===== config.mk =====
export PLATFORM = sky130hd
export DESIGN_NAME = mem_arbiter
export DESIGN_NICKNAME = d
export VERILOG_FILES = /design/src/rtl/mem_arbiter.sv
export SDC_FILE = /design/constraint.sdc
export NUM_CORES = 1
export LEC_CHECK = 0
export ABC_AREA = 1
export BUFFER_PORTS_ARGS = -buffer_cell sky130_fd_sc_hd__clkbuf_2
export CAP_MARGIN = 20
export CORE_MARGIN = 2
export CORE_UTILIZATION = 40
export CTS_CLUSTER_DIAMETER = 80
export DETAILED_ROUTE_END_ITERATION = 7
export PLACE_DENSITY_LB_ADDON = 0.3
export SLEW_MARGIN = 20
export SYNTH_ARGS = -nofsm -noshare
export SYNTH_HDL_FRONTEND = slang
export SYNTH_SLANG_ARGS = --single-unit

===== constraint.sdc =====
create_clock -name clk -period 1.9 [get_ports clk]
set_clock_uncertainty 0.15 [all_clocks]
set_input_delay 0.285 -clock clk [delete_from_list [all_inputs] [get_ports clk]]
set_output_delay 0.285 -clock clk [all_outputs]
set_load 0.05 [all_outputs]

===== src/rtl/mem_arbiter.sv =====
// mem_arbiter: shares one memory slave between the CPU instruction and data ports.
// Each port has a single pending slot; one slave request is outstanding at a time.
// Data has priority, but an instruction request waiting behind starve_limit
// consecutive data grants wins the next issue point.
//
// Ports:
//   clk, rst                          clock, asynchronous active-low reset
//   imem_valid/instr/addr/wdata/wstrb instruction request (single-cycle pulse)
//   imem_rdata, imem_ready            instruction response
//   dmem_valid/instr/addr/wdata/wstrb data request (single-cycle pulse)
//   dmem_rdata, dmem_ready            data response
//   mem_valid/instr/addr/wdata/wstrb  slave request (pulse, attributes 0 when idle)
//   mem_rdata, mem_ready              slave response
module mem_arbiter #(
    parameter int unsigned starve_limit = 4
) (
    input  logic        clk,
    input  logic        rst,
    input  logic        imem_valid,
    input  logic        imem_instr,
    input  logic [31:0] imem_addr,
    input  logic [31:0] imem_wdata,
    input  logic [3:0]  imem_wstrb,
    output logic [31:0] imem_rdata,
    output logic        imem_ready,
    input  logic        dmem_valid,
    input  logic        dmem_instr,
    input  logic [31:0] dmem_addr,
    input  logic [31:0] dmem_wdata,
    input  logic [3:0]  dmem_wstrb,
    output logic [31:0] dmem_rdata,
    output logic        dmem_ready,
    output logic        mem_valid,
    output logic        mem_instr,
    output logic [31:0] mem_addr,
    output logic [31:0] mem_wdata,
    output logic [3:0]  mem_wstrb,
    input  logic [31:0] mem_rdata,
    input  logic        mem_ready
);

    typedef enum logic [1:0] {StIdle, StBusyI, StBusyD} state_e;

    localparam logic [7:0] StarveLim = 8'(starve_limit);

    state_e      state_q, state_d;
    logic        i_pend_q, i_pend_d, d_pend_q, d_pend_d;
    logic        i_instr_q, i_instr_d, d_instr_q, d_instr_d;
    logic [31:0] i_addr_q, i_addr_d, d_addr_q, d_addr_d;
    logic [31:0] i_wdata_q, i_wdata_d, d_wdata_q, d_wdata_d;
    logic [3:0]  i_wstrb_q, i_wstrb_d, d_wstrb_q, d_wstrb_d;
    logic [7:0]  starve_q, starve_d;

    logic        issue, i_cand, d_cand, grant_i, grant_d;
    logic        i_c_instr, d_c_instr;
    logic [31:0] i_c_addr, d_c_addr, i_c_wdata, d_c_wdata;
    logic [3:0]  i_c_wstrb, d_c_wstrb;

    // Candidate per port: the held slot, else a same-cycle arriving pulse.
    always_comb begin
        i_cand    = i_pend_q | imem_valid;
        i_c_instr = i_pend_q ? i_instr_q : imem_instr;
        i_c_addr  = i_pend_q ? i_addr_q  : imem_addr;
        i_c_wdata = i_pend_q ? i_wdata_q : imem_wdata;
        i_c_wstrb = i_pend_q ? i_wstrb_q : imem_wstrb;
        d_cand    = d_pend_q | dmem_valid;
        d_c_instr = d_pend_q ? d_instr_q : dmem_instr;
        d_c_addr  = d_pend_q ? d_addr_q  : dmem_addr;
        d_c_wdata = d_pend_q ? d_wdata_q : dmem_wdata;
        d_c_wstrb = d_pend_q ? d_wstrb_q : dmem_wstrb;
    end

    // A completing transaction frees the slave in the same cycle, so the next
    // request can issue back-to-back.
    always_comb begin
        issue   = (state_q == StIdle) | mem_ready;
        grant_d = issue & d_cand & ~(i_cand & (starve_q == StarveLim));
        grant_i = issue & i_cand & ~grant_d;
    end

    always_comb begin
        state_d   = state_q;
        i_pend_d  = i_pend_q;
        i_instr_d = i_instr_q;
        i_addr_d  = i_addr_q;
        i_wdata_d = i_wdata_q;
        i_wstrb_d = i_wstrb_q;
        d_pend_d  = d_pend_q;
        d_instr_d = d_instr_q;
        d_addr_d  = d_addr_q;
        d_wdata_d = d_wdata_q;
        d_wstrb_d = d_wstrb_q;
        starve_d  = starve_q;

        // A pulse into an occupied slot is dropped; the original is kept.
        if (imem_valid && !i_pend_q) begin
            i_pend_d  = 1'b1;
            i_instr_d = imem_instr;
            i_addr_d  = imem_addr;
            i_wdata_d = imem_wdata;
            i_wstrb_d = imem_wstrb;
        end
        if (dmem_valid && !d_pend_q) begin
            d_pend_d  = 1'b1;
            d_instr_d = dmem_instr;
            d_addr_d  = dmem_addr;
            d_wdata_d = dmem_wdata;
            d_wstrb_d = dmem_wstrb;
        end
        if (grant_i) i_pend_d = 1'b0;
        if (grant_d) d_pend_d = 1'b0;

        if (!i_cand || grant_i) begin
            starve_d = 8'd0;
        end else if (grant_d && starve_q != 8'hFF) begin
            starve_d = starve_q + 8'd1;
        end

        if (issue) begin
            if (grant_d) begin
                state_d = StBusyD;
            end else if (grant_i) begin
                state_d = StBusyI;
            end else begin
                state_d = StIdle;
            end
        end
    end

    always_comb begin
        mem_valid = grant_i | grant_d;
        mem_instr = 1'b0;
        mem_addr  = 32'd0;
        mem_wdata = 32'd0;
        mem_wstrb = 4'd0;
        if (grant_d) begin
            mem_instr = d_c_instr;
            mem_addr  = d_c_addr;
            mem_wdata = d_c_wdata;
            mem_wstrb = d_c_wstrb;
        end else if (grant_i) begin
            mem_instr = i_c_instr;
            mem_addr  = i_c_addr;
            mem_wdata = i_c_wdata;
            mem_wstrb = i_c_wstrb;
        end
        imem_ready = mem_ready & (state_q == StBusyI);
        dmem_ready = mem_ready & (state_q == StBusyD);
        imem_rdata = imem_ready ? mem_rdata : 32'd0;
        dmem_rdata = dmem_ready ? mem_rdata : 32'd0;
    end

    always_ff @(posedge clk or negedge rst) begin
        if (!rst) begin
            state_q   <= StIdle;
            i_pend_q  <= 1'b0;
            i_instr_q <= 1'b0;
            i_addr_q  <= 32'd0;
            i_wdata_q <= 32'd0;
            i_wstrb_q <= 4'd0;
            d_pend_q  <= 1'b0;
            d_instr_q <= 1'b0;
            d_addr_q  <= 32'd0;
            d_wdata_q <= 32'd0;
            d_wstrb_q <= 4'd0;
            starve_q  <= 8'd0;
        end else begin
            state_q   <= state_d;
            i_pend_q  <= i_pend_d;
            i_instr_q <= i_instr_d;
            i_addr_q  <= i_addr_d;
            i_wdata_q <= i_wdata_d;
            i_wstrb_q <= i_wstrb_d;
            d_pend_q  <= d_pend_d;
            d_instr_q <= d_instr_d;
            d_addr_q  <= d_addr_d;
            d_wdata_q <= d_wdata_d;
            d_wstrb_q <= d_wstrb_d;
            starve_q  <= starve_d;
        end
    end

endmodule


### After elaboration in Yosys (flattened, before gate mapping)

Index checks and enable logic that the tools add are counted.

| storage, ports and cells | value |
|---|---|
| output and inout bits | 136 |
| word-level logic and storage cells | 67 |
| register bits after elaboration | 150 |
| input port bits | 175 |

| cells by class | value |
|---|---|
| add/subtract/negate cells | 1 |
| bitwise logic cells | 13 |
| reduce and logical (&&, ||, !) cells | 11 |
| mux-type cells | 26 |
| equal/unequal tests | 4 |

Operators by type and width:

| operator | count |
|---|---|
| 32-bit 2-to-1 mux | 10 |
| 4-bit 2-to-1 mux | 4 |
| 8-bit 2-to-1 mux | 2 |
| 1-bit 2-to-1 mux | 9 |
| 8-bit by 1-bit adder with 8-bit output (second input constant) | 1 |
| 8-bit by 3-bit equality test with 1-bit output (second input constant) | 1 |
| 8-bit inequality test (second input constant) | 1 |
| 1-bit bitwise AND | 7 |
| 2-bit nonzero test | 3 |
| 1-bit OR | 4 |
| 1-bit logical AND | 3 |
| 1-bit zero test | 3 |
| 2-bit by 1-bit equality test with 1-bit output (second input constant) | 1 |
| 2-bit equality test (second input constant) | 1 |
| 2-bit zero test | 1 |
| 2-bit 2-to-1 mux | 1 |
| 1-bit NOT | 2 |
| 1-bit logical OR | 1 |

### Depth between registers and ports, before layout

| logic depth | value |
|---|---|
| word-level depth | 8 |
| gate-level depth with buffers | 12 |
| mapped depth without buffers | 10 |

### Worst setup path before layout

Ideal clock, no wire load.

| timing path | value |
|---|---|
| path type | register to output |
| from | reg state_q[1] |
| to | out imem_rdata[10] |
| path buffers | 1 |
| slack | -1233 ps |
| stages on the path, launching flop included | 5 |
| required time | 1465 ps |
| data arrival time | 2698 ps |
| cells stage by stage | dfrtp_1 -> nor3_1 -> inv_1 -> clkbuf_1 -> nor2_1 |

| on the way | value |
|---|---|
| longest elaborated chain between the ends | 3 |

Ends and longest elaborated chain:

| item | line | RTL |
|---|---|---|
| start: declaration | 46 | `state_e state_q, state_d;` |
| start signal: assignment | 155 | `state_q <= StIdle;` |
| start signal: assignment | 168 | `state_q <= state_d;` |
| 2-bit by 1-bit equality test with 1-bit output | 147 | `imem_ready = mem_ready & (state_q == StBusyI);` |
| 1-bit bitwise AND | 147 |  |
| named net imem_ready | 25 | `output logic imem_ready,` |
| 32-bit 2-to-1 mux | 149 | `imem_rdata = imem_ready ? mem_rdata : 32'd0;` |
| end: declaration | 24 | `output logic [31:0] imem_rdata,` |

The timed path passes the listed nets, and every way through them passes these cells.

### Worst setup path in the final report

| timing path | value |
|---|---|
| from | reg starve_q[1] |
| to | out mem_addr[17] |

| on the way | value |
|---|---|
| longest elaborated chain between the ends | 8 |

Ends and longest elaborated chain:

| item | line | RTL |
|---|---|---|
| start: declaration | 52 | `logic [7:0] starve_q, starve_d;` |
| start signal: assignment | 179 | `starve_q <= starve_d;` |
| 8-bit by 3-bit equality test with 1-bit output * | 77 | `grant_d = issue & d_cand & ~(i_cand & (starve_q == StarveLim));` |
| 1-bit bitwise AND * | 77 |  |
| 1-bit NOT * | 77 |  |
| 1-bit bitwise AND * | 77 |  |
| 1-bit NOT | 78 | `grant_i = issue & i_cand & ~grant_d;` |
| 1-bit bitwise AND | 78 |  |
| 32-bit 2-to-1 mux | 141 | `end else if (grant_i) begin` |
| 32-bit 2-to-1 mux * | 136 | `if (grant_d) begin` |
| end: declaration | 35 | `output logic [31:0] mem_addr,` |

Every way passes the cells marked *; elsewhere a longest branch is shown, timed or not.

==> flow_summary.json <==
{
  "cts_inserted_buffers": 17,
  "finalNetCount": 1895,
  "rsz0062_at_grt": "true",
  "grt_overflow_total": 0,
  "die_w_um": 150,
  "synth-seq-cells": 150,
  "syn_area_per_cell_um2": 6.85,
  "drc_errors": 0,
  "yosys.cell_types.count": 27,
  "min_path_type": "primary input to flop",
  "synthFlopType": "dfrtp_1",
  "synthAdderAreaFrac_pct": 0.293,
  "arrival_ns": 2.18,
  "hold_viol_final": 0,
  "synth_edf_count": 0,
  "crit_chain": "inv_1 > ha_2 > nand3_2 > nor2_4 > nand2_4 > nand2_8 > nand2_8 > inv_8 > buf_12 > nand2_2 > o21ai_4 > buf_8",
  "crit_path_max_fanout": 6,
  "syn_to_final_growth_pct": 87.5,
  "vdd_ir_drop_max_uv": 988,
  "initial_utilization_pct": 40.7,
  "synth_top_family_by_area": "simple AND/OR/NAND/NOR gates",
  "antenna_found_initial": 4,
  "placed_area_um2": 12100,
  "cellLeakagePower_nw": 7.87,
  "clk_pin_slew_worst_paths_ns": 0.06,
  "relSlewSlack_pct": 52.6,
  "setup_tns_ns": -72.34,
  "dp_hpwl_mm": 19.2,
  "synth.area.mux_share_pct": 0,
  "synthSimpleGateAreaFrac_pct": 21.7,
  "cts_tree": "done",
  "die_area_um2": 22600,
  "final_layout_size_suffix_gt1_share_pct": 37.4,
  "rows": 53,
  "die_height_um": 150,
  "critical_path.most_common_cell": "nand2_8",
  "finalCritPeriodShare_pct": 138,
  "wirelength_mm": 36.1,
  "crit_required_ns": 1.46,
  "synth_compound_area_share_pct": 21.5,
  "worst_path_largest_cell_delay_ns": 0.39,
  "grt_start_max_net_pins": 71,
  "drv_cap": 0,
  "numPortBuffers": 310,
  "dr.pass1.iters": 6,
  "netlist_area_um2": 8550,
  "num-fill-cells": 1340,
  "maxSlewViolCount": 0,
  "routabilityCongestion": 0.822,
  "grt_pass1_wl_mm": 51.9,
  "clkLatencyLatePin_ns": 0.42,
  "wl_per_cell_um": 18.0,
  "crit_slowest_cell": "dfrtp_1",
  "root_buffer": "clkbuf_16",
  "syn_inst": 1249,
  "numClockSinks": 150,
  "power.density_nw_per_um2": 1410,
  "grt_pass1_vias": 10398,
  "cts_buffer_depth": 2,
  "routed_via_density": 5.19,
  "synthArstFlopShare_pct": 100,
  "critPathCaptureType": "primary output",
  "vias": 10428,
  "syn_nets": 1426,
  "seq_area_frac_synth_pct": 43.9,
  "grt_usage_pct": 29.2,
  "core_area_um2": 21000,
  "outcome": "complete, but fails checks",
  "htreeDepth": 4,
  "critical_path_class": "flop to primary output",
  "ios": 311,
  "ys_warn_count": 0,
  "cp-start-kind": "flop",
  "tightest_slew_ns": 0.703,
  "setup_viol": 136,
  "setup_ws_ns": -0.713,
  "finalCriticalPeriod_ns": 2.61,
  "drtIter0Drc": 699,
  "synth_xor_area_share_pct": 0.102,
  "antenna_left": 0,
  "finalInstanceArea_um2": 16000,
  "violations": "setup timing",
  "max_freq_mhz": 383
}
[routing by layer]
metal	wire length, um	global-route usage, %	vias up
li1	-	-	4850
met1	13400	35.1	4901
met2	18400	50.8	564
met3	2770	5.70	113
met4	1460	13.2	0
met5	0	0	-
[synthesized netlist by cell type (5+ instances only)]
master | number | area share, %
a21oi_1 | 8 | 0.47
buf_1 | 9 | 0.40
buf_4 | 5 | 0.44
clkbuf_1 | 59 | 2.6
dfrtp_1 | 150 | 44
inv_1 | 187 | 8.2
nand2_1 | 355 | 16
nand2_2 | 10 | 0.73
nand3_1 | 9 | 0.53
nor2_1 | 81 | 3.6
o21ai_0 | 339 | 20
o21ai_2 | 10 | 1.0
[power by group]
group / switching, mW / internal (mW)
clock: 1.40 / 2.53
sequential: 0.683 / 4.43
combinational: 8.20 / 5.44
total: 10.3 / 12.4
[cells by family (layout without fill, tap and decap cells)]
| group | Yosys count | count (layout) |
|---|---|---|
| flops | 150 | 150 |
| xor+xnor | 1 | 1 |
| buf+inv | 269 | 749 |
| compound gates | 359 | 359 |
| fa+ha+maj | 2 | 2 |
| simple gates | 468 | 468 |
| other cells | 0 | 4 |
[cell type report]
type / count / area, um^2 / share of cell area (%)
Timing Repair Buffer: 529 / 5490 / 34.3
Multi-Input combinational cell: 830 / 5000 / 31.2
Sequential cell: 150 / 3760 / 23.4
Inverter: 189 / 743 / 4.64
Clock buffer: 19 / 453 / 2.83
Tap cell: 275 / 344 / 2.15
Clock inverter: 11 / 221 / 1.38
Timing Repair inverter: 1 / 11.3 / 0.0702
Antenna cell: 4 / 10.0 / 0.0624
[critical path: cells and delay by family, from the launching register on]
| family | cells | cell delay [ns] |
|---|---|---|
| simple gates | 6 | 0.60 |
| buf+inv | 4 | 0.49 |
| flops | 1 | 0.39 |
| fa+ha+maj | 1 | 0.17 |
| compound gates | 1 | 0.10 |
[flip-flops by register name (all words and copies together), names as in the netlist]
signal and count:
d_instr_q 1, i_wstrb_q 4, d_pend_q 1, d_wstrb_q 4, i_addr_q 32, state_q 2, i_instr_q 1, starve_q 8
d_addr_q 32, d_wdata_q 32, i_pend_q 1, i_wdata_q 32
[cell usage in the layout, fill, tap and decap left out, types with 11 or more instances in the layout]
| cell type | instances |
|---|---|
| dlygate4sd3_1 | 128 |
| o21ai_4 | 43 |
| nand2_4 | 13 |
| inv_1 | 181 |
| buf_12 | 41 |
| buf_8 | 121 |
| nor2_4 | 66 |
| o21ai_2 | 26 |
| clkbuf_16 | 25 |
| clkbuf_2 | 173 |
| buf_4 | 44 |
| nand2_2 | 46 |
| nand2_1 | 307 |
| dfrtp_1 | 149 |
| buf_6 | 11 |
| nor2_1 | 13 |
| o21ai_0 | 277 |
[worst paths after layout]
| check | start | to | slack (ns) | cells past startpoint |
|---|---|---|---|---|
| worst max-delay path | starve_q[1] | mem_addr[17] | -0.71 | 12 |
| worst min-delay path | dmem_wdata[19] | d_wdata_q[19] | 0.009 | 3 |
| worst max register to register | d_pend_q | d_addr_q[22] | 0 | 7 |
| worst min register to register | d_wdata_q[14] | d_wdata_q[14] | 0.33 | 2 |
| max in group asynchronous | rst | i_wdata_q[24] | 0.72 | 3 |
| min in group asynchronous | rst | i_addr_q[9] | 0.22 | 2 |
[timing repair]
item | CTS | global route
hold buffers | 128 | 0
hold endpoints to repair | 168 | 0
gates resized for setup | 290 | 164
endpoints found under the setup margin | 174 | 268
cloned | 8 | 8
buffers inserted | 14 | 9
pin swaps | 3 | 19
[stage by stage]
stage	worst slack, ns	utilization (%)	total power [mW]	hold slack [ns]	instances
after floorplan	-0.206	-	12.6	-0.161	1249
final	-0.713	76.3	22.7	0.00927	2008
after detailed placement	-0.325	57.8	15.5	0.108	1820
after CTS	-0.694	74.9	21.5	0.00155	2000
after global placement	-0.272	57.8	15.3	0.106	1820
after global routing	-0.793	76.3	23.8	0.0106	2007
No activity file was read; power rests on OpenSTA's default activity.
